File: config.mk
export PLATFORM = sky130hd
export DESIGN_NAME = histogram_prefix_scanner
export DESIGN_NICKNAME = d
export VERILOG_FILES = /design/src/rtl/histogram_prefix_scanner.sv
export SDC_FILE = /design/constraint.sdc
export NUM_CORES = 1
export LEC_CHECK = 0
export ABC_AREA = 1
export ABC_CLOCK_PERIOD_IN_PS = 5900
export BUFFER_PORTS_ARGS = -buffer_cell sky130_fd_sc_hd__buf_2
export CORE_MARGIN = 4
export CORE_UTILIZATION = 35
export CTS_CLUSTER_SIZE = 8
export DETAILED_ROUTE_END_ITERATION = 7
export HOLD_SLACK_MARGIN = 0.1
export PLACE_DENSITY_LB_ADDON = 0.12
export SLEW_MARGIN = 40
export SYNTH_ARGS = -nofsm -noshare
export SYNTH_HDL_FRONTEND = slang
export SYNTH_SLANG_ARGS = --single-unit
File: constraint.sdc
create_clock -name clk -period 5.9 [get_ports clk]
set_input_delay 0.295 -clock clk [delete_from_list [all_inputs] [get_ports clk]]
set_output_delay 0.295 -clock clk [all_outputs]
set_load 0.02 [all_outputs]
File: src/rtl/histogram_prefix_scanner.sv
// Two-pass histogram scanner: totals pass, then a cumulative (count, intensity) stream.
// Optional macro HIST_SCAN_CLEAR_EN adds a write port that zeroes each bin as it is scanned.
module histogram_prefix_scanner #(
   parameter int unsigned BIN_BITS        = 8,
   parameter int unsigned COUNT_WIDTH     = 32,
   parameter int unsigned INTENSITY_WIDTH = 32
) (
   input  logic                       clk,
   input  logic                       rst_n,
   input  logic                       start,
   output logic                       busy,
   output logic                       done,
   output logic                       hist_rd_en,
   output logic [BIN_BITS-1:0]        hist_rd_addr,
   input  logic [COUNT_WIDTH-1:0]     hist_rd_data,
   output logic [COUNT_WIDTH-1:0]     total_pixels,
   output logic [INTENSITY_WIDTH-1:0] total_intensity_sum,
   output logic                       totals_valid,
   output logic [COUNT_WIDTH-1:0]     cumulative_count,
   output logic [INTENSITY_WIDTH-1:0] cumulative_sum,
   output logic                       out_valid,
   output logic                       out_last,
   input  logic                       out_ready
`ifdef HIST_SCAN_CLEAR_EN
   ,
   output logic                       hist_wr_en,
   output logic [BIN_BITS-1:0]        hist_wr_addr,
   output logic [COUNT_WIDTH-1:0]     hist_wr_data
`endif
);

   localparam int unsigned NUM_BINS = 2 ** BIN_BITS;
   localparam int unsigned PTR_W    = BIN_BITS + 1;
   localparam int unsigned PROD_W   = COUNT_WIDTH + BIN_BITS;
   localparam logic [BIN_BITS-1:0] LAST_BIN = BIN_BITS'(NUM_BINS - 1);

   typedef enum logic [2:0] {
      S_IDLE     = 3'd0,
      S_TOTAL    = 3'd1,
      S_ANNOUNCE = 3'd2,
      S_SCAN     = 3'd3,
      S_DONE     = 3'd4
   } state_t;

   state_t state, state_nxt;

   logic [PTR_W-1:0]           rd_ptr;
   logic                       rd_vld;
   logic [BIN_BITS-1:0]        rd_idx;
   logic [COUNT_WIDTH-1:0]     acc_cnt;
   logic [INTENSITY_WIDTH-1:0] acc_sum;
   logic [COUNT_WIDTH-1:0]     e1_cnt;
   logic [INTENSITY_WIDTH-1:0] e1_sum;
   logic                       e1_last;
   logic                       e1_vld;

   logic                       rd_issue_c;
   logic                       reads_left_c;
   logic                       credit_ok_c;
   logic                       pop_c;
   logic                       push_c;
   logic                       push_last_c;
   logic [PROD_W-1:0]          prod_c;
   logic [INTENSITY_WIDTH-1:0] contrib_c;
   logic [COUNT_WIDTH-1:0]     acc_cnt_nxt_c;
   logic [INTENSITY_WIDTH-1:0] acc_sum_nxt_c;

   assign hist_rd_addr  = rd_ptr[BIN_BITS-1:0];
   assign reads_left_c  = !rd_ptr[PTR_W-1];
   assign pop_c         = out_valid && out_ready;
   assign push_c        = (state == S_SCAN) && rd_vld;
   assign push_last_c   = (rd_idx == LAST_BIN);
   // Slots held after this cycle (FIFO + returning data - pop) must leave room for a new read.
   assign credit_ok_c   = (3'(out_valid) + 3'(e1_vld) + 3'(rd_vld)) < (3'd2 + 3'(pop_c));
   assign prod_c        = PROD_W'(hist_rd_data) * PROD_W'(rd_idx);
   assign contrib_c     = INTENSITY_WIDTH'(prod_c);
   assign acc_cnt_nxt_c = acc_cnt + hist_rd_data;
   assign acc_sum_nxt_c = acc_sum + contrib_c;

   always_ff @(posedge clk or negedge rst_n) begin
      if (!rst_n) state <= S_IDLE;
      else        state <= state_nxt;
   end

   always_comb begin
      state_nxt = state;
      case (state)
         S_IDLE:     if (start) state_nxt = S_TOTAL;
         S_TOTAL:    if (rd_vld && (rd_idx == LAST_BIN)) state_nxt = S_ANNOUNCE;
         S_ANNOUNCE: state_nxt = S_SCAN;
         S_SCAN:     if (pop_c && out_last) state_nxt = S_DONE;
         S_DONE:     state_nxt = S_IDLE;
         default:    state_nxt = S_IDLE;
      endcase
   end

   // Read strobe depends on the current pop so the 2-entry FIFO sustains one beat per cycle.
   always_comb begin
      rd_issue_c = 1'b0;
      case (state)
         S_TOTAL: rd_issue_c = reads_left_c;
         S_SCAN:  rd_issue_c = reads_left_c && credit_ok_c;
         default: rd_issue_c = 1'b0;
      endcase
   end

   assign hist_rd_en = rd_issue_c;

   always_ff @(posedge clk or negedge rst_n) begin
      if (!rst_n) begin
         busy                <= 1'b0;
         done                <= 1'b0;
         totals_valid        <= 1'b0;
         rd_ptr              <= '0;
         rd_vld              <= 1'b0;
         rd_idx              <= '0;
         total_pixels        <= '0;
         total_intensity_sum <= '0;
         acc_cnt             <= '0;
         acc_sum             <= '0;
         cumulative_count    <= '0;
         cumulative_sum      <= '0;
         out_last            <= 1'b0;
         out_valid           <= 1'b0;
         e1_cnt              <= '0;
         e1_sum              <= '0;
         e1_last             <= 1'b0;
         e1_vld              <= 1'b0;
      end else begin
         busy         <= (state_nxt != S_IDLE);
         done         <= (state_nxt == S_DONE);
         totals_valid <= (state_nxt == S_ANNOUNCE);
         rd_vld       <= rd_issue_c;
         rd_idx       <= hist_rd_addr;
         if (rd_issue_c) rd_ptr <= rd_ptr + PTR_W'(1);

         case (state)
            S_IDLE: if (start) begin
               rd_ptr              <= '0;
               total_pixels        <= '0;
               total_intensity_sum <= '0;
               acc_cnt             <= '0;
               acc_sum             <= '0;
            end
            S_TOTAL: begin
               if (rd_vld) begin
                  total_pixels        <= total_pixels + hist_rd_data;
                  total_intensity_sum <= total_intensity_sum + contrib_c;
               end
               if (state_nxt == S_ANNOUNCE) rd_ptr <= '0;
            end
            S_SCAN: if (rd_vld) begin
               acc_cnt <= acc_cnt_nxt_c;
               acc_sum <= acc_sum_nxt_c;
            end
            default: ;
         endcase

         // Output FIFO: head drives the stream ports, e1 is the second slot.
         if (pop_c) begin
            if (e1_vld) begin
               cumulative_count <= e1_cnt;
               cumulative_sum   <= e1_sum;
               out_last         <= e1_last;
               if (push_c) begin
                  e1_cnt  <= acc_cnt_nxt_c;
                  e1_sum  <= acc_sum_nxt_c;
                  e1_last <= push_last_c;
               end else begin
                  e1_vld <= 1'b0;
               end
            end else if (push_c) begin
               cumulative_count <= acc_cnt_nxt_c;
               cumulative_sum   <= acc_sum_nxt_c;
               out_last         <= push_last_c;
            end else begin
               out_valid <= 1'b0;
            end
         end else if (push_c) begin
            if (!out_valid) begin
               cumulative_count <= acc_cnt_nxt_c;
               cumulative_sum   <= acc_sum_nxt_c;
               out_last         <= push_last_c;
               out_valid        <= 1'b1;
            end else begin
               e1_cnt  <= acc_cnt_nxt_c;
               e1_sum  <= acc_sum_nxt_c;
               e1_last <= push_last_c;
               e1_vld  <= 1'b1;
            end
         end
      end
   end

`ifdef HIST_SCAN_CLEAR_EN
   // Zero each bin in the cycle its scan data returns; the RAM is then reading the next bin.
   always_ff @(posedge clk or negedge rst_n) begin
      if (!rst_n) begin
         hist_wr_en   <= 1'b0;
         hist_wr_addr <= '0;
      end else begin
         hist_wr_en   <= rd_issue_c && (state == S_SCAN);
         hist_wr_addr <= hist_rd_addr;
      end
   end

   assign hist_wr_data = '0;
`endif

endmodule

==> results of run 1 <==
[how the worst max path moves through the flow]
stage,startpoint,endpoint,slack (ps),cells past startpoint
global placement,rd_idx[4],cumulative_sum[29],-580,34
CTS,rd_idx[2],cumulative_sum[29],-60,34
detailed placement,rd_idx[4],cumulative_sum[28],-560,33
floorplan,rd_idx[4],cumulative_sum[29],30,30
finish,rd_idx[6],e1_sum[31],-30,34
global route,rd_idx[6],acc_sum[31],-340,34
[layer usage]
layer  up-vias  wire length (um)  GRT usage
li1      12300                 -          -
met1     12000             44700      0.345
met2       540             43000      0.378
met3       109              5390     0.0439
met4         0              2210     0.0552
met5         -                 0          0
[what timing repair did]
item,4_1_cts,5_1_grt
endpoints found under the hold margin,75,0
hold buffers,1,0
resized for setup,178,412
endpoints found under the setup margin,72,81
setup buffers,17,32
pin swaps,70,162
[logic make-up (layout without fill, tap and decap cells)]
logic type	Yosys count	count (layout)	synth area share
xor gates and xnor gates	78	78	0.0266
other	0	4	0
DFF	284	284	0.277
AOI/OAI and AO/OA	625	625	0.140
and+or+nand+nor	1556	1556	0.245
buffers and inverters	673	1212	0.104
adders and majority gates	328	328	0.207
[Yosys cell counts (all sizes together), types with 8 or more instances]
master / number
clkbuf: 79
nand2: 1097
nand3b: 10
o211ai: 18
nor2: 242
a22o: 8
nand3: 124
o21a: 11
a21o: 18
a31oi: 15
nor4: 13
a21oi: 233
xnor2: 31
o21ai: 258
o31ai: 13
o21bai: 17
fa: 161
nor3: 35
nand4: 25
buf: 45
dfrtp: 284
xor2: 47
ha: 167
inv: 548
[layout make-up]
class	count	area [um^2]	share of cell area
Clock inverter	6	135	0.00394
Tap cell	950	1190	0.0347
Timing Repair Buffer	608	4400	0.128
Sequential cell	284	7110	0.207
Clock buffer	50	1120	0.0327
Multi-Input combinational cell	2587	18300	0.532
Inverter	548	2070	0.0604
Antenna cell	4	10.0	0.000292
[metrics by stage]
stage	instances	hold WS, ps	cell area [um^2]	worst slack (ps)	util
floorplan	3544	-0.591	25600	26.6	-
global placement	4933	320	30100	-579	0.418
detailed placement	4934	318	30200	-562	0.418
global route	5037	176	34300	-342	0.476
CTS	5008	148	32400	-59.9	0.450
finish	5037	169	34300	-29.7	0.476
[registers in the layout, indices dropped and copies added, names as in the netlist, 3 cells and up]
name and flops:
acc_cnt 32, acc_sum 32, cumulative_count 32, cumulative_sum 32
e1_cnt 32, e1_sum 32, total_intensity_sum 32, total_pixels 32
rd_ptr 9, rd_idx 8, state 3
[worst max-delay path: cells and delay by family, from the launching register on]
family                     cells  cell delay (ps)
DFF                            1              390
xor gates and xnor gates       1              190
adders and majority gates      6             2720
and+or+nand+nor               12             1260
AOI/OAI and AO/OA              4              370
buffers and inverters         11              850
==> summary.md, run 1 <==
| Metric | Value |
|---|---|
| Status | `finished with violations` |
| Failing checks | `negative setup slack` |
| Total gr overflow | `0` |
| CTS tree | `yes` |
| Total Neg Setup Slack | `-135 ps` |
| Synth area leader | `dfrtp_1` |
| Clock Pin Slew Worst Setup and Hold Paths | `60 ps` |
| Final period utilization | `1.01` |
| Flop2flop setup slack | `-30 ps` |
| RSZ-0062 raised after global routing | `true` |
| Crit Path Class | `reg -> reg` |
| Crit path time final | `5930 ps` |
| WP data required | `6350 ps` |
| Worst hold path stage count | `4` |
| CTS HTree Levels | `2` |
| Top FF cell, synth | `dfrtp_1` |
| CP dominant cell by count | `inv_2` |
| Drt first pass iters | `6` |
| Clock Skew | `36.3 ps` |
| Die width | `279 um` |
| Drc violations | `0` |
| Die ar. | `0.0777 mm^2` |
| Crit-path max FO | `7` |
| Most common library cell in the layout ignoring fill and taps | `nand2_1` |
| CP endpoint kind | `flop` |
| Fin. Hold Viols | `0` |
| Final setup fails | `8` |
| Initial DRC count | `1619` |
| Crit path DAT | `6380 ps` |
| I/O pin count | `178` |
| Top-area cell type share of the netlist area | `0.277` |
| Synth warn | `0` |
| Yosys cell types | `61` |
| FF-to-FF End | `e1_sum[31]` |
| MaxCap Viol Count | `0` |
| F_max | `169 MHz` |
| Worst-margin pin slew | `783 ps` |
| Cells after Synth | `3544` |
| Final GP Congestion | `0.955` |
| Core area | `0.0721 mm^2` |
| Initial antenna violation count | `5` |
| Critical R2R Launch | `rd_idx[6]` |
| Initial core utilization | `0.356` |
| Max-slew violation count | `0` |
| CP max-delay cell | `fa_2` |
| Startpoint Class | `flop` |
| Ys async rst share | `1.00` |
| Relative slew slack | `0.477` |
| Inserted Clock Buffers | `43` |
| Mapped Avg Cell Area | `7.24 um^2` |
| # fillers | `7261` |
| Largest net degree at the start of global routing | `86` |
| Register area share after synthesis | `0.277` |
| Die height | `279 um` |
| Total track usage | `0.240` |
| CTS Root Buffer Type | `clkbuf_16` |
| Largest cells by area after synthesis | `dfrtp_1 28%, nand2_1 16%, fa_1 13%` |
| I/O Buffers | `177` |
| Hold path startpoint | `out_ready` |
| Share of cells above drive strength 1 | `0.276` |
| Row cnt | `98` |
| Vias in the first global route | `24500` |
| Worst-Skew Late Latency | `600 ps` |
| Final ANT Viol Nets | `0` |
| First-pass GRT wire length | `146000 um` |
| Nets@finish | `4436` |
| Cell Area, Synth | `0.0256 mm^2` |
| Synth Net Count | `3908` |
| Hold Path Sink | `e1_vld` |
| Vias | `25000` |
| FF+latch count, synth | `284` |
| Clock tree buffer depth | `3` |
| Area growth syn-to-layout | `33.7%` |
| Slowest stage delay, CP | `560 ps` |
| Reg2Reg Depth | `34` |
| DR vias/cell | `4.96` |
| HPWL Detailed | `74500 um` |
| Most frequent cells in the layout | `994 x nand2_1, 489 x inv_1, 376 x buf_4, 281 x dfrtp_1, 190 x nor2_1` |
| Sink Count | `284` |
| Min-Delay Path Class | `in -> reg` |
| WL/cell | `18.9 um` |
| EDFF count, synth | `0` |
| Drt total wl | `95300 um` |
| Worst setup slack after layout | `-29.7 ps` |
Power of run 1 is left out: the tool's default activity adds up to more than one toggle a clock period on the data nets, which glitch-free logic cannot reach.
==> run 2, diff against run 1 <==
--- a/config.mk
+++ b/config.mk
@@ -18,3 +18,4 @@
 export SYNTH_ARGS = -nofsm -noshare
 export SYNTH_HDL_FRONTEND = slang
 export SYNTH_SLANG_ARGS = --single-unit
+export TNS_END_PERCENT = 1
==> run 2 against run 1 <==
Effect of this change:
- critical path type unchanged
- sequential cell count did not move
- design area fell by 4.9%
- final cell count fell by 0.50%
- highest routed layer unchanged
- critical endpoint is now total_intensity_sum[30]
- the flow still finishes with violations (negative setup slack)
==> summary.md, run 2 (same netlist as run 1, synthesis figures left out) <==
| Metric | Value |
|---|---|
| Layout Utilization | `0.452 (-0.0235)` |
| Inst Count DP | `4934 (unchanged)` |
| Clock tree buffer depth | `3 (unchanged)` |
| I/O pin count | `178 (unchanged)` |
| Initial antenna violation count | `5 (unchanged)` |
| Final GP Congestion | `0.955 (unchanged)` |
| Initial DRC count | `1635 (+0.99%)` |
| Crit path from | `rd_idx[7]` |
| Sink Count | `284 (unchanged)` |
| Worst setup slack after layout | `-46.1 ps (-16.3 ps)` |
| FF-to-FF End | `total_intensity_sum[30]` |
| Flop2flop setup slack | `-50 ps (-20 ps)` |
| Crit path time final | `5950 ps (+16.3 ps)` |
| Die ar. | `0.0777 mm^2 (unchanged)` |
| Final setup fails | `11 (+3)` |
| Crit path DAT | `6430 ps (+50 ps)` |
| Max-slew violation count | `0 (unchanged)` |
| Final ANT Viol Nets | `0 (unchanged)` |
| WL/cell | `18.7 um (-1.1%)` |
| Hold Slack | `173 ps (+4.29 ps)` |
| CP max-delay cell | `fa_1` |
| Drc violations | `0 (unchanged)` |
| Total track usage | `0.240 (-0.000647)` |
| Min-Delay Path Class | `in -> reg` |
| Setup slack at placement | `-562 ps (unchanged)` |
| Largest net degree at the start of global routing | `86 (unchanged)` |
| Clock Skew | `34.5 ps (-1.76 ps)` |
| CTS HTree Levels | `2 (unchanged)` |
| Relative slew slack | `0.479 (+0.00240)` |
| Critical R2R Launch | `rd_idx[7]` |
| Drt first pass iters | `5 (-1)` |
| Failing checks | `negative setup slack` |
| Fin. Hold Viols | `0 (unchanged)` |
| I/O Buffers | `177 (unchanged)` |
| DR vias/cell | `4.94 (-0.35%)` |
| Drt total wl | `93700 um (-1.6%)` |
| Area growth syn-to-layout | `27.1%` |
| Row cnt | `98 (unchanged)` |
| Total gr overflow | `0 (unchanged)` |
| Worst-Skew Late Latency | `600 ps (about the same)` |
| Most common library cell in the layout ignoring fill and taps | `nand2_1` |
| Non-filler cells, final | `5012 (-0.50%)` |
| Final period utilization | `1.01 (+0.00276)` |
| Crit-path max FO | `5 (-2)` |
| CTS Root Buffer Type | `clkbuf_16` |
| CTS tree | `yes` |
| F_max | `168 MHz (-0.27%)` |
| Inserted Clock Buffers | `43 (unchanged)` |
| Die height | `279 um (unchanged)` |
| Vias | `24800 (-0.85%)` |
| Most frequent cells in the layout | `1061 x nand2_1, 534 x inv_1, 394 x buf_4, 280 x dfrtp_1, 216 x nor2_1` |
| WP data required | `6380 ps (+30 ps)` |
| Crit Path Class | `reg -> reg` |
| CP endpoint kind | `flop` |
| First-pass GRT wire length | `145000 um (-0.26%)` |
| Share of cells above drive strength 1 | `0.217 (-0.0594)` |
| Vias in the first global route | `24400 (-0.24%)` |
| RSZ-0062 raised after global routing | `true` |
| MaxCap Viol Count | `0 (unchanged)` |
| Startpoint Class | `flop` |
| Die width | `279 um (unchanged)` |
| Initial core utilization | `0.356 (unchanged)` |
| Clock Pin Slew Worst Setup and Hold Paths | `50 ps (about the same)` |
| Reg2Reg Depth | `32 (-5.9%)` |
| Worst-margin pin slew | `780 ps (-3.59 ps)` |
| Status | `finished with violations` |
| Slowest stage delay, CP | `520 ps (-40 ps)` |
| CP endpoint | `total_intensity_sum[30]` |
| HPWL Detailed | `74500 um (unchanged)` |
| Core area | `0.0721 mm^2 (unchanged)` |
| Nets@finish | `4411 (-0.56%)` |
run 2: cell count changes in the layout (fill, tap and decap cells not counted), sizes merged:
cell	change
buf	-25
clkinvlp	-2
inv	+2
run 2: how the worst min path moves through the flow:
stage | from | to | slack [ps] | cells past startpoint
2_1_floorplan | rst_n | acc_cnt[0] | -0.6 | 0
6_report | out_ready | e1_vld | 170 | 4
3_3_place_gp | rst_n | e1_cnt[28] | 320 | 1
3_5_place_dp | rst_n | e1_cnt[28] | 320 | 1
4_1_cts | out_ready | e1_vld | 150 | 4
5_1_grt | out_ready | e1_vld | 180 | 4
run 2: metal layers:
layer,up-vias,track usage,routed length [um]
met2,567,0.377,42000
met5,-,0,0
met1,11800,0.344,44500
li1,12300,-,-
met4,0,0.0548,2010
met3,101,0.0435,5270
run 2: area by class of cell:
class	instances	area, um^2
sequential	284	7110
fill	7491	39500
antenna	4	10.0
timing repair buffer	583	4040
tap	950	1190
clock buffer	50	1120
inverter	548	2060
multi-input combinational	2587	16900
clock inverter	6	135
run 2: through the flow:
step / TNS, ps / instance area [um^2]
2_1_floorplan: 0 / 25600
3_3_place_gp: -21610 / 30100
3_5_place_dp: -24010 / 30200
4_1_cts: -409 / 32100
5_1_grt: -20280 / 32600
6_report: -243 / 32600
run 2: worst max-delay path, delay by kind of cell, from the launching register on:
| kind | cells | cell delay, ps |
|---|---|---|
| adders and majority gates | 6 | 2390 |
| DFF | 1 | 410 |
| and+or+nand+nor | 10 | 910 |
| AOI/OAI and AO/OA | 6 | 990 |
| buffers and inverters | 9 | 990 |
| xor gates and xnor gates | 1 | 160 |
run 2: timing repair:
| item | 4_1_cts | 5_1_grt |
|---|---|---|
| hold buffers | 1 | 0 |
| pin swaps | 30 | 29 |
| resized for setup | 123 | 96 |
| setup endpoints to repair | 72 | 85 |
| setup buffers | 12 | 5 |
| endpoints found under the hold margin | 75 | 0 |
Power of run 2 is left out for the same reason.
